<file path="src/rtl/rf_pkg.sv">
// Shared sizes and types for the register-file write-port controller.
package rf_pkg;
    localparam int RF_AW    = 5;
    localparam int RF_DW    = 32;
    localparam int RF_DEPTH = 32;
    // One extra bit so the init counter can step past the top register.
    localparam int INIT_CW  = $clog2(RF_DEPTH) + 1;

    typedef enum logic {INIT, RUN} state_e;
    typedef enum logic [1:0] {GNT_NONE, GNT_WB, GNT_DBG} grant_e;

    function automatic logic [RF_DW-1:0] init_word(input logic [RF_AW-1:0] idx);
        return RF_DW'(idx);
    endfunction
endpackage

</file>
<file path="src/rtl/rf_wr_ctrl_if.sv">
// Request/response bundle between the write requesters and the RF write-port controller.
interface rf_wr_ctrl_if;
    import rf_pkg::*;

    logic             freeze;
    logic             wb_valid;
    logic [RF_AW-1:0] wb_addr;
    logic [RF_DW-1:0] wb_data;
    logic             wb_ready;
    logic             dbg_valid;
    logic [RF_AW-1:0] dbg_addr;
    logic [RF_DW-1:0] dbg_data;
    logic             dbg_ready;
    logic             rf_we;
    logic [RF_AW-1:0] rf_wa;
    logic [RF_DW-1:0] rf_wd;
    logic             init_done;

    modport slave (
        input  freeze,
        input  wb_valid, wb_addr, wb_data,
        output wb_ready,
        input  dbg_valid, dbg_addr, dbg_data,
        output dbg_ready,
        output rf_we, rf_wa, rf_wd, init_done
    );

    modport master (
        output freeze,
        output wb_valid, wb_addr, wb_data,
        input  wb_ready,
        output dbg_valid, dbg_addr, dbg_data,
        input  dbg_ready,
        input  rf_we, rf_wa, rf_wd, init_done
    );
endinterface

</file>
<file path="src/rtl/rf_wr_arb.sv">
// Write-port arbiter: CPU priority with a starvation override that forces a debug slot.
module rf_wr_arb
    import rf_pkg::*;
#(
    parameter int STARVE_LIMIT = 4
) (
    input  logic   clk,
    input  logic   rstn,
    input  logic   run,
    input  logic   freeze,
    input  logic   wb_valid,
    input  logic   dbg_valid,
    output grant_e grant
);

    localparam logic [3:0] LIMIT = 4'(STARVE_LIMIT);

    logic [3:0] starve_cnt;
    logic       open;
    logic       starved;

    // Requests held during a reset cycle are not accepted, so nothing can slip past reset.
    assign open    = run && !rstn && !freeze;
    assign starved = (starve_cnt == LIMIT);

    always_comb begin
        grant = GNT_NONE;
        if (open) begin
            if (starved && dbg_valid) begin
                grant = GNT_DBG;
            end else if (wb_valid) begin
                grant = GNT_WB;
            end else if (dbg_valid) begin
                grant = GNT_DBG;
            end
        end
    end

    always_ff @(posedge clk) begin
        if (rstn) begin
            starve_cnt <= '0;
        end else if (grant == GNT_DBG) begin
            starve_cnt <= '0;
        end else if (run && !freeze && dbg_valid && !starved) begin
            starve_cnt <= starve_cnt + 4'd1;
        end
    end

endmodule

</file>
<file path="src/rtl/rf_wr_ctrl.sv">
// RF write-port controller: index-fill init sweep after reset, then CPU/debug arbitration.
// Define RF_WR_CTRL_TRACE_EN to print every RF write during simulation.
module rf_wr_ctrl
    import rf_pkg::*;
#(
    parameter int STARVE_LIMIT = 4
) (
    input  logic         clk,
    input  logic         rstn,
    rf_wr_ctrl_if.slave  bus
);

    // state | meaning
    // INIT  | writing r[i] = i for i = 1..31, requesters held off
    // RUN   | arbitrating CPU writeback and debug writes onto the RF port

    state_e             state;
    state_e             state_nxt;
    logic [INIT_CW-1:0] init_cnt;
    logic               init_last;
    grant_e             grant;
    logic               we_nxt;
    logic [RF_AW-1:0]   wa_nxt;
    logic [RF_DW-1:0]   wd_nxt;

    // init_cnt has walked past r31; the sweep cycle that follows writes nothing.
    assign init_last = init_cnt[INIT_CW-1];

    rf_wr_arb #(
        .STARVE_LIMIT (STARVE_LIMIT)
    ) u_arb (
        .clk       (clk),
        .rstn      (rstn),
        .run       (state == RUN),
        .freeze    (bus.freeze),
        .wb_valid  (bus.wb_valid),
        .dbg_valid (bus.dbg_valid),
        .grant     (grant)
    );

    always_ff @(posedge clk) begin
        if (rstn) begin
            state    <= INIT;
            init_cnt <= INIT_CW'(1);
        end else begin
            state <= state_nxt;
            if (state == INIT && !init_last) begin
                init_cnt <= init_cnt + INIT_CW'(1);
            end
        end
    end

    always_comb begin
        state_nxt = state;
        if (state == INIT && init_last) begin
            state_nxt = RUN;
        end
    end

    always_comb begin
        bus.wb_ready  = (grant == GNT_WB);
        bus.dbg_ready = (grant == GNT_DBG);
        we_nxt        = 1'b0;
        wa_nxt        = bus.rf_wa;
        wd_nxt        = bus.rf_wd;
        case (state)
            INIT: begin
                if (!init_last) begin
                    we_nxt = 1'b1;
                    wa_nxt = init_cnt[RF_AW-1:0];
                    wd_nxt = init_word(init_cnt[RF_AW-1:0]);
                end
            end
            RUN: begin
                // x0 is hard-wired zero: accept the handshake but never strobe the RF.
                case (grant)
                    GNT_WB: begin
                        we_nxt = (bus.wb_addr != '0);
                        wa_nxt = bus.wb_addr;
                        wd_nxt = bus.wb_data;
                    end
                    GNT_DBG: begin
                        we_nxt = (bus.dbg_addr != '0);
                        wa_nxt = bus.dbg_addr;
                        wd_nxt = bus.dbg_data;
                    end
                    default: ;
                endcase
            end
            default: ;
        endcase
    end

    always_ff @(posedge clk) begin
        if (rstn) begin
            bus.rf_we     <= 1'b0;
            bus.rf_wa     <= '0;
            bus.rf_wd     <= '0;
            bus.init_done <= 1'b0;
        end else begin
            bus.rf_we     <= we_nxt;
            bus.rf_wa     <= wa_nxt;
            bus.rf_wd     <= wd_nxt;
            bus.init_done <= (state_nxt == RUN);
        end
    end

`ifdef RF_WR_CTRL_TRACE_EN
    always @(posedge clk) begin
        if (bus.rf_we) begin
            $display("r[%2d] = 0x%8X,", bus.rf_wa, bus.rf_wd);
        end
    end
`else
`endif

endmodule

</file>
<file path="src/flat_wrapper.sv">
// flat-port wrapper written by rule: the top's interface ports become plain ports
module rf_wr_ctrl_flat import rf_pkg::*;
#(
    parameter int STARVE_LIMIT = 4
)
  (clk, rstn, bus_freeze, bus_wb_valid, bus_wb_addr, bus_wb_data, bus_wb_ready, bus_dbg_valid, bus_dbg_addr, bus_dbg_data, bus_dbg_ready, bus_rf_we, bus_rf_wa, bus_rf_wd, bus_init_done);
  rf_wr_ctrl_if bus_i ();
  input  logic clk;
  input  logic rstn;
  input wire logic [$bits(bus_i.freeze)-1:0] bus_freeze;
  input wire logic [$bits(bus_i.wb_valid)-1:0] bus_wb_valid;
  input wire logic [$bits(bus_i.wb_addr)-1:0] bus_wb_addr;
  input wire logic [$bits(bus_i.wb_data)-1:0] bus_wb_data;
  output wire logic [$bits(bus_i.wb_ready)-1:0] bus_wb_ready;
  input wire logic [$bits(bus_i.dbg_valid)-1:0] bus_dbg_valid;
  input wire logic [$bits(bus_i.dbg_addr)-1:0] bus_dbg_addr;
  input wire logic [$bits(bus_i.dbg_data)-1:0] bus_dbg_data;
  output wire logic [$bits(bus_i.dbg_ready)-1:0] bus_dbg_ready;
  output wire logic [$bits(bus_i.rf_we)-1:0] bus_rf_we;
  output wire logic [$bits(bus_i.rf_wa)-1:0] bus_rf_wa;
  output wire logic [$bits(bus_i.rf_wd)-1:0] bus_rf_wd;
  output wire logic [$bits(bus_i.init_done)-1:0] bus_init_done;
  assign bus_i.freeze = bus_freeze;
  assign bus_i.wb_valid = bus_wb_valid;
  assign bus_i.wb_addr = bus_wb_addr;
  assign bus_i.wb_data = bus_wb_data;
  assign bus_wb_ready = bus_i.wb_ready;
  assign bus_i.dbg_valid = bus_dbg_valid;
  assign bus_i.dbg_addr = bus_dbg_addr;
  assign bus_i.dbg_data = bus_dbg_data;
  assign bus_dbg_ready = bus_i.dbg_ready;
  assign bus_rf_we = bus_i.rf_we;
  assign bus_rf_wa = bus_i.rf_wa;
  assign bus_rf_wd = bus_i.rf_wd;
  assign bus_init_done = bus_i.init_done;
  rf_wr_ctrl #(.STARVE_LIMIT(STARVE_LIMIT)) u_core (.clk(clk), .rstn(rstn), .bus(bus_i));
endmodule
</file>
<file path="config.mk">
export PLATFORM = sky130hd
export DESIGN_NAME = rf_wr_ctrl_flat
export DESIGN_NICKNAME = d
export VERILOG_FILES = /design/src/rtl/rf_pkg.sv /design/src/rtl/rf_wr_ctrl_if.sv /design/src/rtl/rf_wr_arb.sv /design/src/rtl/rf_wr_ctrl.sv /design/src/flat_wrapper.sv
export SDC_FILE = /design/constraint.sdc
export NUM_CORES = 1
export LEC_CHECK = 0
export BUFFER_PORTS_ARGS = -buffer_cell sky130_fd_sc_hd__buf_2
export CORE_UTILIZATION = 49
export CTS_CLUSTER_DIAMETER = 60
export CTS_CLUSTER_SIZE = 20
export DETAILED_ROUTE_END_ITERATION = 8
export PLACE_DENSITY = 0.92
export SYNTH_ARGS = -nofsm -noshare
export SYNTH_HDL_FRONTEND = slang
export SYNTH_HIERARCHICAL = 1
export SYNTH_SLANG_ARGS = --single-unit
</file>
<file path="constraint.sdc">
create_clock -name clk -period 3.8 [get_ports clk]
set_input_delay 0.76 -clock clk [delete_from_list [all_inputs] [get_ports clk]]
set_output_delay 0.76 -clock clk [all_outputs]
set_load 0.03 [all_outputs]
</file>
* Word level (Yosys, flattened, before mapping) *
Cells that the tools add are included.

cells by class
  reductions and logical operators = 16
  add/subtract/negate cells = 2
  muxes and demuxes = 13
  bitwise operators = 1
  equal/unequal tests = 5

operators with widths
  operator                                       count
  one-hot mux 32 bit (2 select lines)            2
  two-way mux 32 bit                             1
  one-hot mux 5 bit (2 select lines)             2
  nonzero test 5 bit                             2
  logical AND 1 bit                              8
  two-way mux 2 bit                              4
  adder 6 x 1 -> 6 bit, second input constant    1
  two-way mux 5 bit                              1
  adder 4 x 1 -> 4 bit, second input constant    1
  == test 4 x 3 -> 1 bit, second input constant  1
  logical NOT 1 bit                              4
  one-hot mux 1 bit (2 select lines)             2
  != test 3 bit, second input constant           1
  == test 2 x 1 -> 1 bit, second input constant  1
  == test 2 bit, second input constant           1
  != test 2 bit, second input constant           1
  AND reduction 2 bit                            1
  OR reduction 2 bit                             1
  two-way mux 1 bit                              1
  NOT 1 bit                                      1

word-level totals
  bits of input ports = 79
  flip-flop bits (word level) = 49
  output and inout port bits = 41
  logic and storage cells = 43

* Logic depth before layout (Yosys ltp) *
  depth in word-level cells = 7
  gate-level depth with buffers = 11
  depth with buffers taken out = 9

* Modules after synthesis *
The synthesis kept the hierarchy.

modules (own cells, without submodules)
  module      area an instance (sq um)  cells an instance  times used  seq. area each (sq um)
  rf_wr_ctrl  2122.0                    225                1           900.9
  rf_wr_arb   279.0                     33                 1           80.1

* Least setup slack after synthesis *
Ideal clock, no wire load.

  path type = input -> register
  start point = in bus_freeze
  end point = reg u_core.bus.rf_wd[28]
  data required time = 3672 ps
  slack = 1092 ps
  data arrival time = 2581 ps
  cell stages on the path = 8
  buffers on the path = 2
  setup time = 128 ps
  path through = nand3b_4 > a211oi_1 > ha_1 > buf_2 > buf_4 > mux2_2 > a22oi_1 > nor2_1

between the ends
  cells in the longest elaborated chain, start to end = 6
  elaborated cells on any way between the ends = 9
  classes of those cells = eq/ne: 3; mux: 3; reduce/logical: 3

ends and longest elaborated chain
  what                                                                               RTL line             RTL
  start, declared                                                                    flat_wrapper.sv:10   input wire logic [$bits(bus_i.freeze)-1:0] bus_freeze;
  logical NOT 1 bit *                                                                rf_wr_arb.sv:23      assign open = run && !rstn && !freeze;
  logical AND 1 bit *                                                                rf_wr_arb.sv:23
  two-way mux 2 bit *                                                                rf_wr_arb.sv:28      if (open) begin
  net u_core.grant[1]                                                                rf_wr_ctrl.sv:21     grant_e grant;
  == test 2 bit *                                                                    --
  net bus_dbg_ready                                                                  flat_wrapper.sv:18   output wire logic [$bits(bus_i.dbg_ready)-1:0] bus_dbg_ready;
  one-hot mux 32 bit (2 select lines) / != test 3 bit (equally long branches)        --
  one-hot mux 32 bit (2 select lines) / AND reduction 2 bit (equally long branches)  --
  end signal, assigned                                                               rf_wr_ctrl.sv:103    bus.rf_wd <= wd_nxt;
  end, declared                                                                      rf_wr_ctrl_if.sv:25  output rf_we, rf_wa, rf_wd, init_done

The timed path passes the listed nets; every way through them passes the cells marked *.
A chain may end at the register's enable or synchronous reset.

* Final worst setup path *
  start point = reg u_core.u_arb.starve_cnt[0]
  end point = out bus_dbg_ready

between the ends
  cells in the longest elaborated chain, start to end = 5

ends and longest elaborated chain
  what                    RTL line            RTL
  start, declared         rf_wr_arb.sv:18     logic [3:0] starve_cnt;
  start signal, assigned  rf_wr_arb.sv:45     starve_cnt <= starve_cnt + 4'd1;
  == test 4 x 3 -> 1 bit  rf_wr_arb.sv:24     assign starved = (starve_cnt == LIMIT);
  logical AND 1 bit       rf_wr_arb.sv:29     if (starved && dbg_valid) begin
  two-way mux 2 bit       rf_wr_arb.sv:29
  two-way mux 2 bit       rf_wr_arb.sv:28
  net u_core.grant[1]     rf_wr_ctrl.sv:21
  == test 2 bit           rf_wr_ctrl.sv:62    bus.dbg_ready = (grant == GNT_DBG);
  end, declared           flat_wrapper.sv:18

The timed path passes the listed nets, and every way through them passes these cells.

==> run_summary.xml <==
<?xml version="1.0" encoding="UTF-8"?>
<metrics>
  <group name="run_status">
    <metric name="outcome" unit="">finished, final reports clean</metric>
  </group>
  <group name="clock_network">
    <metric name="clock-root-buffer" unit="">sky130_fd_sc_hd__clkbuf_8</metric>
    <metric name="cts-root-to-sink-buffers" unit="">2</metric>
    <metric name="cts_resized" unit="">0</metric>
    <metric name="tritoncts" unit="">built</metric>
    <metric name="cts_max_level" unit="">2</metric>
    <metric name="clock_insertion_delay_worst_skew" unit="ns">0.29</metric>
    <metric name="cts_hold_repair.buffers" unit="">0</metric>
    <metric name="numCtsBuffers" unit="">5</metric>
    <metric name="post-cts-setup-buffers" unit="">0</metric>
    <metric name="numClockSinks" unit="">49</metric>
    <metric name="cts.reportedPaths.clkPinSlew" unit="ns">0.08</metric>
  </group>
  <group name="floorplan">
    <metric name="start_util" unit="%">50.8</metric>
    <metric name="die_w" unit="um">72</metric>
    <metric name="core_region_area" unit="um2">4720</metric>
    <metric name="top_level_ports" unit="">120</metric>
    <metric name="fp.dieArea" unit="um2">5180</metric>
    <metric name="die-height" unit="um">72</metric>
    <metric name="count_of_standard_cell_rows" unit="">25</metric>
  </group>
  <group name="setup_path">
    <metric name="critPathArrivalTime" unit="ns">2.26</metric>
    <metric name="regToRegEndpoint" unit="">u_core/bus.rf_wd[22]</metric>
    <metric name="r2r_cells" unit="">9</metric>
    <metric name="worstSetupStartpointType" unit="">flip-flop</metric>
    <metric name="worstReg2RegStart" unit="">u_core/u_arb/starve_cnt[0]</metric>
    <metric name="worst-path-max-fanout" unit="">17</metric>
    <metric name="timing.critical_path.to_type" unit="">output port</metric>
    <metric name="critical_setup_path_class" unit="">flip-flop to output port</metric>
    <metric name="cp_data_required_time" unit="ns">3.04</metric>
    <metric name="rrSetupSlack" unit="ns">1.18</metric>
  </group>
  <group name="logic_synthesis">
    <metric name="average_cell_area_after_synthesis" unit="um2">9.31</metric>
    <metric name="syn-cell-area" unit="um2">2400</metric>
    <metric name="yosys_warnings" unit="">6</metric>
    <metric name="synthesis.nets" unit="">342</metric>
    <metric name="synth_cells" unit="">258</metric>
    <metric name="ranking_of_synthesized_cells_by_area" unit="">sky130_fd_sc_hd__dfxtp_1, sky130_fd_sc_hd__mux2_2, sky130_fd_sc_hd__a22oi_1</metric>
    <metric name="synth_edf_count" unit="">0</metric>
    <metric name="synthArstFlopShare" unit="%">0</metric>
    <metric name="yosysTopAreaCell" unit="">sky130_fd_sc_hd__dfxtp_1</metric>
    <metric name="synth_top_cell_area_share" unit="%">40.9</metric>
    <metric name="yosysUniqueCellTypes" unit="">37</metric>
    <metric name="synth_seq_cells" unit="">49</metric>
    <metric name="dominantRegCellSynth" unit="">sky130_fd_sc_hd__dfxtp_1</metric>
    <metric name="yosysSeqAreaShare" unit="%">40.9</metric>
  </group>
  <group name="pwr">
    <metric name="powerDensity" unit="nW/um2">300</metric>
    <metric name="p_switching" unit="uW">211</metric>
    <metric name="power.share.sequential" unit="%">56.8</metric>
    <metric name="peakVddDrop" unit="mV">0.174</metric>
    <metric name="combinational_share_of_power" unit="%">11.6</metric>
    <metric name="power.leakage" unit="uW">0.00138</metric>
    <metric name="internal_power" unit="uW">725</metric>
    <metric name="p_clk_share" unit="%">31.6</metric>
    <metric name="power.share.switching" unit="%">22.5</metric>
  </group>
  <group name="placement">
    <metric name="place_hpwl" unit="mm">4.08</metric>
    <metric name="portBuffers" unit="">119</metric>
    <metric name="placedInstanceArea" unit="um2">3040</metric>
    <metric name="gp_routability_congestion" unit="">0.856</metric>
  </group>
  <group name="timing">
    <metric name="timing.fmax" unit="MHz">331</metric>
    <metric name="worst_slew_pin_slew" unit="ns">0.681</metric>
    <metric name="hold_viol_final" unit="">0</metric>
    <metric name="grt_setup_unrepaired" unit="">no</metric>
    <metric name="period_share" unit="%">79.5</metric>
    <metric name="timing_max_transition_violations_final" unit="">0</metric>
    <metric name="min_hold_slack" unit="ns">0.505</metric>
    <metric name="setup_viol_count_final" unit="">0</metric>
    <metric name="period_needed" unit="ns">3.02</metric>
    <metric name="fin_worst_skew" unit="ns">0.00495</metric>
    <metric name="worst_slew_margin_relative_to_its_limit" unit="%">53.3</metric>
    <metric name="setup_tns" unit="ns">0</metric>
  </group>
  <group name="final_layout">
    <metric name="postLayoutCellArea" unit="um2">3120</metric>
    <metric name="most-common-layout-cells" unit="">sky130_fd_sc_hd__buf_2, sky130_fd_sc_hd__dfxtp_1, sky130_fd_sc_hd__mux2_2</metric>
    <metric name="final_common_cell" unit="">sky130_fd_sc_hd__buf_2</metric>
    <metric name="ratio_of_cells_with_drive_above_1_in_the_final_layout" unit="%">45.6</metric>
    <metric name="diode_count" unit="">0</metric>
    <metric name="net_total_in_the_final_layout" unit="">455</metric>
    <metric name="growth_of_design_area_from_synthesis_to_finish" unit="%">30.1</metric>
  </group>
  <group name="flow_run">
    <metric name="drv.max_cap_violation_count" unit="">0</metric>
  </group>
  <group name="route">
    <metric name="via_per_inst" unit="">5.31</metric>
    <metric name="drtIter0Drc" unit="">216</metric>
    <metric name="route.detailed.drc" unit="">0</metric>
    <metric name="route.vias.total" unit="">2325</metric>
    <metric name="antenna_violating_nets_post_route" unit="">0</metric>
    <metric name="wl" unit="mm">5.60</metric>
    <metric name="average_wire_per_standard_cell" unit="um">12.8</metric>
    <metric name="drtPass1Iterations" unit="">4</metric>
  </group>
  <group name="global_routing">
    <metric name="vias_in_the_first_global_route" unit="">2152</metric>
    <metric name="grt_pass1_wl" unit="mm">9.05</metric>
    <metric name="largest_net_degree_at_the_start_of_global_routing" unit="">28</metric>
    <metric name="overflow" unit="">0</metric>
    <metric name="antenna_violations_before_repair" unit="">0</metric>
    <metric name="total_global_route_track_usage" unit="%">21.7</metric>
  </group>
  <group name="worst_hold_path">
    <metric name="class_of_the_most_critical_hold_timing_path" unit="">flip-flop to flip-flop</metric>
    <metric name="worstHoldStart" unit="">u_core/init_cnt[1]</metric>
    <metric name="holdPathStages" unit="">2</metric>
    <metric name="hold_path_end" unit="">u_core/init_cnt[1]</metric>
  </group>
</metrics>
## registers in the layout, indices dropped and copies added (netlist names)
| signal | cells |
|---|---|
| u_core/init_cnt | 6 |
| u_core/u_arb/starve_cnt | 4 |
| u_core/bus.rf_we | 1 |
| u_core/bus.rf_wd | 32 |
| u_core/bus.rf_wa | 5 |
| u_core/bus.init_done | 1 |
## kinds of logic after synthesis
kind of cell / after synthesis / share of synthesized area, %
AOI/OAI and AO/OA: 68 / 18.1
xor gates and xnor gates: 2 / 0.730
adders and majority gates: 5 / 2.61
buffers and inverters: 25 / 5.05
DFF: 49 / 40.9
muxes: 39 / 18.4
and+or+nand+nor: 70 / 14.3
## worst max-delay path, cell delays in order, from the launching register on
cell                       delay (ns)
sky130_fd_sc_hd__dfxtp_1         0.36
sky130_fd_sc_hd__inv_1           0.09
sky130_fd_sc_hd__ha_1            0.18
sky130_fd_sc_hd__nand3b_1        0.15
sky130_fd_sc_hd__a211oi_1        0.35
sky130_fd_sc_hd__ha_2            0.55
sky130_fd_sc_hd__buf_2           0.29
## cell usage after synthesis (4+ instances only)
cell                       instances
sky130_fd_sc_hd__a21oi_1          15
sky130_fd_sc_hd__a22oi_1          27
sky130_fd_sc_hd__buf_2             4
sky130_fd_sc_hd__clkbuf_1          9
sky130_fd_sc_hd__dfxtp_1          49
sky130_fd_sc_hd__ha_1              5
sky130_fd_sc_hd__inv_1             8
sky130_fd_sc_hd__mux2_2           34
sky130_fd_sc_hd__nand2_1          17
sky130_fd_sc_hd__nand4_1           4
sky130_fd_sc_hd__nor2_1           30
sky130_fd_sc_hd__o21ai_0          17
## worst max path at each step
stage / start / to / cells after the start
after floorplan: bus_freeze / u_core/bus.rf_wd[28] / 8
after global placement: rstn / bus_dbg_ready / 7
after detailed placement: rstn / bus_dbg_ready / 7
after CTS: u_core/u_arb/starve_cnt[0] / bus_dbg_ready / 6
after global routing: u_core/u_arb/starve_cnt[0] / bus_dbg_ready / 6
final: u_core/u_arb/starve_cnt[0] / bus_dbg_ready / 6
## per-layer routing
metal  vias to the layer above  global-route usage, %  part of all wire [%]
met5                         -                      0                     0
met4                         0                   8.06                  0.98
met3                         6                   5.00                   5.3
met2                        93                   39.0                    51
met1                      1075                   25.2                    43
li1                       1151                      -                     -
## cell type report
type,count,area [um2]
Tap cell,67,83.8
Clock buffer,7,86.3
Multi-Input combinational cell,184,1300
Fill cell,391,1600
Timing Repair Buffer,123,638
Sequential cell,49,981
Inverter,8,30.0
## metrics by stage
stage | total power (uW) | instances | utilization, % | setup slack (ns)
floorplan | 596 | 258 | - | 1.09
global placement | 647 | 431 | 64.3 | 0.868
detailed placement | 651 | 431 | 64.3 | 0.813
CTS | 944 | 438 | 66.1 | 0.796
global route | 979 | 438 | 66.1 | 0.668
finish | 935 | 438 | 66.1 | 0.781
## power groups by stage
stage	sequential, uW	clock (uW)	combinational [uW]
CTS	531	304	109
global placement	543	0	104
finish	531	296	108
floorplan	554	0	41.9
detailed placement	543	0	108
global route	533	327	120
Note: power is estimated with default switching activity, not from simulation.
